$ cat src/rtl/sprite_pkg.sv
// Shared encodings for the sprite character controller: action/facing codes,
// draw FSM states and the sprite-atlas base lookup.
package sprite_pkg;

  typedef enum logic [2:0] {
    NoAction = 3'd0,
    Attack   = 3'd1,
    DirUp    = 3'd2,
    DirDown  = 3'd3,
    DirLeft  = 3'd4,
    DirRight = 3'd5
  } dir_e;

  typedef enum logic [1:0] {
    StIdle,
    StDraw,
    StFlush,
    StDone
  } state_e;

  // Atlas is 64x64: normal poses 16x16 in rows 0/16 (by frame), attack poses below.
  function automatic logic [11:0] atlas_base(input logic attack, input dir_e facing,
                                             input logic frame);
    logic [5:0] bx;
    logic [5:0] by;
    bx = 6'd0;
    by = 6'd0;
    if (attack) begin
      case (facing)
        DirUp:   begin bx = 6'd0;  by = 6'd32; end
        DirDown: begin bx = 6'd16; by = 6'd32; end
        DirLeft: begin bx = 6'd32; by = 6'd32; end
        default: begin bx = 6'd32; by = 6'd48; end
      endcase
    end else begin
      case (facing)
        DirUp:   bx = 6'd0;
        DirDown: bx = 6'd16;
        DirLeft: bx = 6'd32;
        default: bx = 6'd48;
      endcase
      by = frame ? 6'd16 : 6'd0;
    end
    return {bx, by};
  endfunction

endpackage

$ cat src/rtl/sprite_raster_ctr.sv
// Row-major column/row raster counter with a flag on the final position.
module sprite_raster_ctr #(
  parameter int unsigned CNT_W = 6
) (
  input  logic             clock,
  input  logic             reset,
  input  logic             clear,
  input  logic             enable,
  input  logic [CNT_W-1:0] last_col,
  input  logic [CNT_W-1:0] last_row,
  output logic [CNT_W-1:0] col,
  output logic [CNT_W-1:0] row,
  output logic             last
);

  logic col_end;

  assign col_end = (col == last_col);
  assign last    = col_end && (row == last_row);

  always_ff @(posedge clock) begin
    if (reset || clear) begin
      col <= '0;
      row <= '0;
    end else if (enable) begin
      if (col_end) begin
        col <= '0;
        row <= last ? '0 : row + 1'b1;
      end else begin
        col <= col + 1'b1;
      end
    end
  end

endmodule

$ cat src/rtl/sprite_char.sv
// Player/NPC sprite controller: command register, collision-checked movement and
// sprite streaming from a 1-cycle-latency ROM to the VGA pixel writer.
module sprite_char
  import sprite_pkg::*;
#(
  parameter int unsigned SPR_W        = 16,
  parameter int unsigned SPR_H        = 16,
  parameter int unsigned ATK_EXT      = 16,
  parameter int unsigned X_W          = 9,
  parameter int unsigned Y_W          = 8,
  parameter int unsigned COL_W        = 6,
  parameter int unsigned STEP         = 1,
  parameter int unsigned X_INIT       = 1,
  parameter int unsigned Y_INIT       = 96,
  parameter int unsigned X_MAX        = 320,
  parameter int unsigned Y_MAX        = 240,
  parameter int unsigned ATK_COOLDOWN = 4
) (
  input  logic             clock,
  input  logic             reset,
  input  logic             c_attack,
  input  logic             c_up,
  input  logic             c_down,
  input  logic             c_left,
  input  logic             c_right,
  input  logic             init,
  input  logic             reg_action,
  input  logic             apply_action,
  input  logic             draw,
  input  logic [3:0]       collision,
  input  logic [COL_W-1:0] rom_q,
  output logic [5:0]       rom_x,
  output logic [5:0]       rom_y,
  output logic [X_W-1:0]   x_pos,
  output logic [Y_W-1:0]   y_pos,
  output logic [X_W-1:0]   x_draw,
  output logic [Y_W-1:0]   y_draw,
  output logic [COL_W-1:0] colour,
  output logic [2:0]       direction,
  output logic [2:0]       facing,
  output logic             VGA_write,
  output logic             draw_done
);

  localparam int unsigned SPR_MAX = (SPR_W > SPR_H) ? SPR_W : SPR_H;
  localparam int unsigned CNT_W   = $clog2(SPR_MAX + ATK_EXT + 1);
  localparam int unsigned CD_W    = $clog2(ATK_COOLDOWN + 1);
  localparam int unsigned X_LIM   = X_MAX - SPR_W;
  localparam int unsigned Y_LIM   = Y_MAX - SPR_H;
  localparam logic [COL_W-1:0] TRANSP = '1;

  state_e           state_q;
  dir_e             direction_q, facing_q, cmd;
  logic [X_W-1:0]   x_pos_q, x_draw_q, org_x, nx;
  logic [Y_W-1:0]   y_pos_q, y_draw_q, org_y, ny;
  logic             frame_q, wr_valid_q, draw_done_q, move_ok, attack_pose;
  logic [CD_W-1:0]  cooldown_q;
  logic [CNT_W-1:0] col, row, last_col, last_row;
  logic             raster_last;
  logic [11:0]      base;

  assign attack_pose = (direction_q == Attack);

  // Attack poses extend the draw region; up/left extensions move the origin back.
  always_comb begin
    org_x    = x_pos_q;
    org_y    = y_pos_q;
    last_col = CNT_W'(SPR_W - 1);
    last_row = CNT_W'(SPR_H - 1);
    if (attack_pose) begin
      case (facing_q)
        DirUp: begin
          org_y    = y_pos_q - Y_W'(ATK_EXT);
          last_row = CNT_W'(SPR_H + ATK_EXT - 1);
        end
        DirDown: last_row = CNT_W'(SPR_H + ATK_EXT - 1);
        DirLeft: begin
          org_x    = x_pos_q - X_W'(ATK_EXT);
          last_col = CNT_W'(SPR_W + ATK_EXT - 1);
        end
        default: last_col = CNT_W'(SPR_W + ATK_EXT - 1);
      endcase
    end
  end

  always_comb begin
    cmd = NoAction;
    if (c_attack && (cooldown_q == '0)) cmd = Attack;
    else if (c_up)                      cmd = DirUp;
    else if (c_down)                    cmd = DirDown;
    else if (c_left)                    cmd = DirLeft;
    else if (c_right)                   cmd = DirRight;
  end

  // Moves are all-or-nothing: a step that would leave the screen is dropped.
  always_comb begin
    move_ok = 1'b0;
    nx      = x_pos_q;
    ny      = y_pos_q;
    case (direction_q)
      DirUp: begin
        move_ok = !collision[0] && (32'(y_pos_q) >= STEP);
        ny      = y_pos_q - Y_W'(STEP);
      end
      DirDown: begin
        move_ok = !collision[1] && (32'(y_pos_q) + STEP <= Y_LIM);
        ny      = y_pos_q + Y_W'(STEP);
      end
      DirLeft: begin
        move_ok = !collision[2] && (32'(x_pos_q) >= STEP);
        nx      = x_pos_q - X_W'(STEP);
      end
      DirRight: begin
        move_ok = !collision[3] && (32'(x_pos_q) + STEP <= X_LIM);
        nx      = x_pos_q + X_W'(STEP);
      end
      default: ;
    endcase
  end

  always_ff @(posedge clock) begin
    if (reset || init) begin
      x_pos_q     <= X_W'(X_INIT);
      y_pos_q     <= Y_W'(Y_INIT);
      facing_q    <= DirDown;
      direction_q <= NoAction;
      frame_q     <= 1'b0;
      cooldown_q  <= '0;
    end else if (state_q != StDraw) begin
      if (reg_action) direction_q <= cmd;
      if (apply_action) begin
        if (cooldown_q != '0) cooldown_q <= cooldown_q - 1'b1;
        case (direction_q)
          Attack: cooldown_q <= CD_W'(ATK_COOLDOWN);
          DirUp, DirDown, DirLeft, DirRight: begin
            facing_q <= direction_q;
            if (move_ok) begin
              x_pos_q <= nx;
              y_pos_q <= ny;
              frame_q <= ~frame_q;
            end
          end
          default: ;
        endcase
      end
    end
  end

  always_ff @(posedge clock) begin
    if (reset || init) begin
      state_q     <= StIdle;
      wr_valid_q  <= 1'b0;
      draw_done_q <= 1'b0;
      x_draw_q    <= '0;
      y_draw_q    <= '0;
    end else begin
      draw_done_q <= 1'b0;
      wr_valid_q  <= (state_q == StDraw);
      // Coordinates are staged one cycle to line up with the ROM read data.
      if (state_q == StDraw) begin
        x_draw_q <= org_x + X_W'(col);
        y_draw_q <= org_y + Y_W'(row);
      end
      case (state_q)
        StIdle: if (draw) state_q <= StDraw;
        StDraw: begin
          if (raster_last) begin
            state_q     <= StFlush;
            draw_done_q <= 1'b1;
          end
        end
        StFlush: state_q <= StDone;
        default: if (!draw) state_q <= StIdle;
      endcase
    end
  end

  sprite_raster_ctr #(
    .CNT_W(CNT_W)
  ) u_raster (
    .clock    (clock),
    .reset    (reset),
    .clear    (init || (state_q != StDraw)),
    .enable   (state_q == StDraw),
    .last_col (last_col),
    .last_row (last_row),
    .col      (col),
    .row      (row),
    .last     (raster_last)
  );

  assign base      = atlas_base(attack_pose, facing_q, frame_q);
  assign rom_x     = base[11:6] + 6'(col);
  assign rom_y     = base[5:0] + 6'(row);
  assign x_pos     = x_pos_q;
  assign y_pos     = y_pos_q;
  assign x_draw    = x_draw_q;
  assign y_draw    = y_draw_q;
  assign colour    = rom_q;
  assign direction = direction_q;
  assign facing    = facing_q;
  assign VGA_write = wr_valid_q && (rom_q != TRANSP);
  assign draw_done = draw_done_q;

endmodule
$ cat config.mk
export PLATFORM = sky130hd
export DESIGN_NAME = sprite_char
export DESIGN_NICKNAME = d
export VERILOG_FILES = /design/src/rtl/sprite_pkg.sv /design/src/rtl/sprite_raster_ctr.sv /design/src/rtl/sprite_char.sv
export SDC_FILE = /design/constraint.sdc
export NUM_CORES = 1
export LEC_CHECK = 0
export ABC_AREA = 1
export ABC_CLOCK_PERIOD_IN_PS = 2000
export CORE_AREA = 2 2 136 138
export CTS_CLUSTER_DIAMETER = 100
export DETAILED_ROUTE_END_ITERATION = 8
export DIE_AREA = 0 0 138 140
export GPL_ROUTABILITY_DRIVEN = 0
export GPL_TIMING_DRIVEN = 0
export REMOVE_ABC_BUFFERS = 1
export SLEW_MARGIN = 25
export SYNTH_ARGS = -nofsm -noshare
export SYNTH_HDL_FRONTEND = slang
export SYNTH_SLANG_ARGS = --single-unit
$ cat constraint.sdc
create_clock -name clock -period 2 [get_ports clock]
set_input_delay 0.4 -clock clock [delete_from_list [all_inputs] [get_ports clock]]
set_output_delay 0.4 -clock clock [all_outputs]
set_load 0.02 [all_outputs]
# After elaboration in Yosys (flattened, before gate mapping)
# Cells that the tools add are included.
# word_totals
in_bits	21
memories	0
register_bits	60
output_inout_bits	60
mem_bits_ro	0
latchBits	0
mem_bits_rw	0
elab_cells	114
# classes
n_mux	31
n_eq_ne	17
reduce_logical	32
bitwise	2
n_addsub	15
n_shift	0
div	0
multipliers	0
n_lt_le_gt_ge	4
# op_table
operator	n
two-way mux 5 bit	6
two-way mux 6 bit	4
two-way mux 3 bit	7
two-way mux 9 bit	2
one-hot mux 6 bit (3 select lines)	1
one-hot mux 9 bit (2 select lines)	1
two-way mux 8 bit	2
one-hot mux 8 bit (2 select lines)	1
adder 6 x 1 -> 6 bit, second input constant	2
adder 6 bit	2
== test 3 x 2 -> 1 bit, second input constant	4
== test 6 x 5 -> 1 bit	2
one-hot mux 6 bit (2 select lines)	1
adder 9 x 1 -> 10 bit, second input constant	1
less-or-equal comparator 10 x 9 -> 1 bit, second input constant	1
AND reduction 5 bit	2
adder 8 x 1 -> 9 bit, second input constant	1
adder 9 x 1 -> 9 bit, second input constant	1
adder 9 x 6 -> 9 bit	1
== test 3 bit, second input constant	3
>= comparator 9 x 1 -> 1 bit, second input constant	1
less-or-equal comparator 9 x 8 -> 1 bit, second input constant	1
AND reduction 3 bit	3
subtractor 9 x 1 -> 9 bit, second input constant	1
31 further kinds	50

# Longest topological paths before layout
# depth
ltp_word	8
ltp_mapped	16
mapped_depth_nobuf	14

# Modules after synthesis
# Synthesis repeated with hierarchy kept, for this count alone.
# hier_totals
hier_cells	728
hier_area_um2	4735.8
# modules_own_cells
module	area_per_inst_um2	seq_area_each_um2	cells_each	instances
sprite_char	3928.8	960.9	591	1
sprite_raster_ctr	807.0	240.2	137	1

# Worst setup path before layout
# No wires, ideal clock.
# synth_timing
kind	register to register
startpoint	register facing_q[1], in the netlist facing[1]
endpoint	register y_draw_q[7], in the netlist y_draw[7]
t_arrival_ns	2.070
stages_incl_launch_ff	14
slack_ns	-0.200
synth_period_minus_slack_ns	2.200
path_buffers	0
setup_ns	0.130
required_time_ns	1.870
path_cell_list	dfxtp_1 inv_1 nor2_1 nand2_1 nor2_1 xor2_1 ha_1 inv_1 o21ai_0 nand2_1 nand2_1 nand2_1 nand2_1 a31oi_1
# synth_via
elab_chain_cells	4
# synth_lines
item	line_no	source
start: declaration	sprite_char.sv:53	dir_e direction_q, facing_q, cmd;
start signal: assignment	sprite_char.sv:125	facing_q <= DirDown;
start signal: assignment	sprite_char.sv:136	facing_q <= direction_q;
== test 3 x 2 -> 1 bit	sprite_char.sv:71	case (facing_q)
two-way mux 8 bit	sprite_char.sv:71	
two-way mux 8 bit	sprite_char.sv:70	if (attack_pose) begin
adder 8 x 6 -> 8 bit	sprite_char.sv:162	y_draw_q <= org_y + Y_W'(row);
end signal: assignment	sprite_char.sv:162	
end: declaration	sprite_char.sv:55	logic [Y_W-1:0] y_pos_q, y_draw_q, org_y, ny;
# Every way passes these cells.
# A chain may end at the register's enable or synchronous reset.

# Worst setup path in the final report
# layout_timing
startpoint	register direction_q[1], in the netlist direction[1]
endpoint	output port rom_y[5]
# layout_via
elab_chain_cells	3
# layout_lines
item	line_no	source
start: declaration	sprite_char.sv:53	
start signal: assignment	sprite_char.sv:126	direction_q <= NoAction;
start signal: assignment	sprite_char.sv:130	if (reg_action) direction_q <= cmd;
== test 3 x 1 -> 1 bit	sprite_char.sv:62	assign attack_pose = (direction_q == Attack);
two-way mux 6 bit	sprite_pkg.sv:28	if (attack) begin
adder 6 bit	sprite_char.sv:194	assign rom_y = base[5:0] + 6'(row);
end: declaration	sprite_char.sv:33	output logic [5:0] rom_y,
# Every way passes these cells.

==> impl_metrics.py <==
metrics = {
    "timing": {
        "final.setup.worst_slack_ns": -0.2504,
        "tightest_slew_ns": 0.8228,
        "rsz0062_at_grt": "yes",
        "setup-violations-final": 7,
        "drv_slew": 0,
        "period_needed_ns": 2.250,
        "setup_tns_ns": -0.7382,
        "slew_headroom": 0.4509,
        "final-hold-violation-count": 0,
        "skew_ns": 0.007383,
        "max_freq_ghz": 0.4444,
        "fin_crit_sh": 1.125,
    },
    "worst_hold_path": {
        "hold_path_depth": 1,
        "hold_path_class": "register to register",
    },
    "cells_and_area": {
        "area_delta_synth_final_pct": 52.60,
        "antennaDiodeCount": 0,
        "fin_util": 0.3745,
        "finalNonFillerCells": 1018,
        "drive_gt1_frac": 0.2636,
        "fin_nets": 840,
    },
    "yosys": {
        "syn_area_per_cell_um2": 6.681,
        "synth_top_area_share": 0.2753,
        "synth_edf_count": 0,
        "synth_commonest_cells": "nand2_1, nor2_1, inv_1",
        "synth_most_common_cell": "nand2_1",
        "ys_ff_latch": 60,
        "synthesis.area_um2": 4363,
        "synth.largest_area_cell": "dfxtp_1",
        "yosysWarnings": 0,
        "async_flop_share": 0,
        "ys_seq_area_frac": 0.2753,
        "dominantRegCellSynth": "dfxtp_1",
        "synthesis.instances": 653,
        "synth_area_leaders": "dfxtp_1, nand2_1, ha_1",
        "yosysUniqueCellTypes": 37,
    },
    "cts": {
        "cts-hold-fix-buffers": 0,
        "cts_buffer_depth": 2,
        "cts_tree": "done",
        "numCtsBuffers": 9,
        "clock_latency_ns": 0.33,
        "htree_num_levels": 3,
        "clockRootBuffer": "clkbuf_16",
        "clk_pin_slew_worst_paths_ns": 0.05,
        "clock_sinks": 60,
    },
    "power": {
        "seqPwrFrac": 0.372,
        "pwr-share-clk": 0.510,
        "finalPower_w": 0.003275,
        "swShare": 0.2465,
        "intPower_w": 0.002468,
        "power_density_nw_per_um2": 491.9,
        "switchingPower_w": 0.0008071,
        "power_leakage_nw": 2.793,
        "peakVddDrop_mv": 0.3754,
        "combinationalPowerShare": 0.118,
    },
    "critical_path": {
        "reg2reg_depth": 13,
        "cpPeakStageDelay_ns": 0.34,
        "worst-path-buf-inv": 2,
        "endpoint": "rom_y[5]",
        "r2r_end": "x_draw[8]",
        "crit_cells": 8,
        "crit_type": "register to output port",
        "crit_chain": "nand3b_4 > inv_2 > nand2_2 > a21oi_4 > ha_4 > xnor2_2 > xor2_2 > buf_4",
        "rr_startpoint": "direction[1]",
        "cp_top_family": "flip-flops",
        "critPathLaunchType": "register",
        "critical_path_required_ns": 1.60,
        "cp_max_fo": 7,
        "rrSetupSlack_ns": -0.12,
        "startpoint": "direction[1]",
        "endpoint_kind": "output port",
        "crit_arrival_ns": 1.85,
        "critPathSlowestCell": "dfxtp_4",
    },
    "route": {
        "drtPass1Iterations": 5,
        "wl_um": 14210,
        "wl_per_cell_um": 13.96,
        "via_per_inst": 4.567,
        "drt.antenna.violating_nets": 0,
        "drt-initial-drc-count": 255,
        "drc_errors": 0,
        "num_vias": 4649,
    },
    "flow_run": {
        "cap_violations": 0,
    },
    "place": {
        "dpl.hpwl_um": 8832,
        "port_buffers": 80,
        "dp.cells": 933,
    },
    "global_routing": {
        "grt.total_usage": 0.1347,
        "grt_pass1_wl_um": 20910,
        "antenna_found_initial": 0,
        "grt-ovfl-total": 0,
        "grt_pass1_vias": 4127,
        "grt_max_degree": 20,
    },
    "floorplanning": {
        "io_pins": 81,
        "placementRows": 49,
        "die_w_um": 138,
        "die_area_um2": 19320,
        "start_util": 0.2454,
        "coreArea_um2": 17780,
        "die_h_um": 140,
    },
    "run_status": {
        "violations": "negative setup slack",
        "outcome": "complete, but fails checks",
    },
}
how the worst min path moves through the flow:
stage / start / to / slack (ns)
6_report: u_raster.col[0] / u_raster.col[0] / 0.45
3_3_place_gp: y_draw[0] / y_draw[0] / 0.46
3_5_place_dp: x_draw[0] / x_draw[0] / 0.46
4_1_cts: y_draw[0] / y_draw[0] / 0.47
2_1_floorplan: cooldown_q[1] / cooldown_q[1] / 0.47
5_1_grt: x_draw[0] / x_draw[0] / 0.49
routing by layer:
layer,global-route usage,share of wire,vias to the layer above
met4,0.04458,0.015,0
met3,0.02974,0.040,17
met5,0,0,-
met1,0.1677,0.45,2145
li1,-,-,2375
met2,0.2311,0.50,112
kinds of logic (layout without fill, tap and decap cells):
kind of cell	Yosys count	count (layout)	share of synthesized area
AOI/OAI and AO/OA	89	89	0.1110
xor gates and xnor gates	35	35	0.07026
adders and majority gates	35	35	0.1038
buffers and inverters	119	250	0.1222
DFF	60	60	0.2753
and+or+nand+nor	315	320	0.3175
cells in the final DEF (no fill, tap or decap), drive strengths merged, types with 2 or more instances in the layout:
| master | n |
|---|---|
| nand2 | 145 |
| nor2 | 99 |
| inv | 87 |
| clkdlybuf4s50 | 75 |
| buf | 66 |
| dfxtp | 60 |
| nand3 | 43 |
| o21ai | 41 |
| ha | 33 |
| a21oi | 31 |
| xor2 | 29 |
| nand4 | 21 |
| clkbuf | 14 |
| nor3 | 7 |
| xnor2 | 6 |
| o31ai | 4 |
| a31oi | 4 |
| nor3b | 4 |
| clkinvlp | 3 |
| clkinv | 3 |
| o21a | 2 |
| a211oi | 2 |
| fa | 2 |
sequential cells by signal, indices dropped and copies added (netlist names):
name,count
direction,3
u_raster.row,6
cooldown_q,3
x_draw,9
wr_valid_q,1
facing,3
y_pos,8
u_raster.col,6
state_q,2
x_pos,9
frame_q,1
y_draw,8
draw_done,1
power groups by stage:
stage / clock network, W / logic (W) / registers (W)
after floorplan: 0 / 0.000128 / 0.00127
after global placement: 0 / 0.000291 / 0.00126
after detailed placement: 0 / 0.000292 / 0.00126
after CTS: 0.00169 / 0.000351 / 0.00122
after global routing: 0.00174 / 0.000416 / 0.00122
final: 0.00167 / 0.000387 / 0.00122
per-stage QoR:
| step | setup slack, ns | cell area [um^2] | hold WS, ns |
|---|---|---|---|
| after floorplan | -0.4971 | 4168 | 0.4709 |
| after global placement | -2.214 | 5255 | 0.4602 |
| after detailed placement | -1.528 | 5260 | 0.4614 |
| after CTS | -0.2968 | 5953 | 0.4707 |
| after global routing | -0.3230 | 6658 | 0.4870 |
| final | -0.2504 | 6658 | 0.4546 |
layout make-up:
type	instances	area, um^2
Inverter	90	364.1
Fill cell	1831	11120
Timing Repair inverter	1	7.507
Clock inverter	3	42.54
Tap cell	229	286.5
Timing Repair Buffer	143	1341
Sequential cell	60	1255
Multi-Input combinational cell	479	3080
Clock buffer	13	280.3
repair_timing:
item,in CTS,in global routing
setup endpoints to repair,63,40
pin swaps,14,45
cloned,4,3
setup buffers,23,39
resized for setup,80,104
Note: power is estimated with default switching activity, not from simulation.
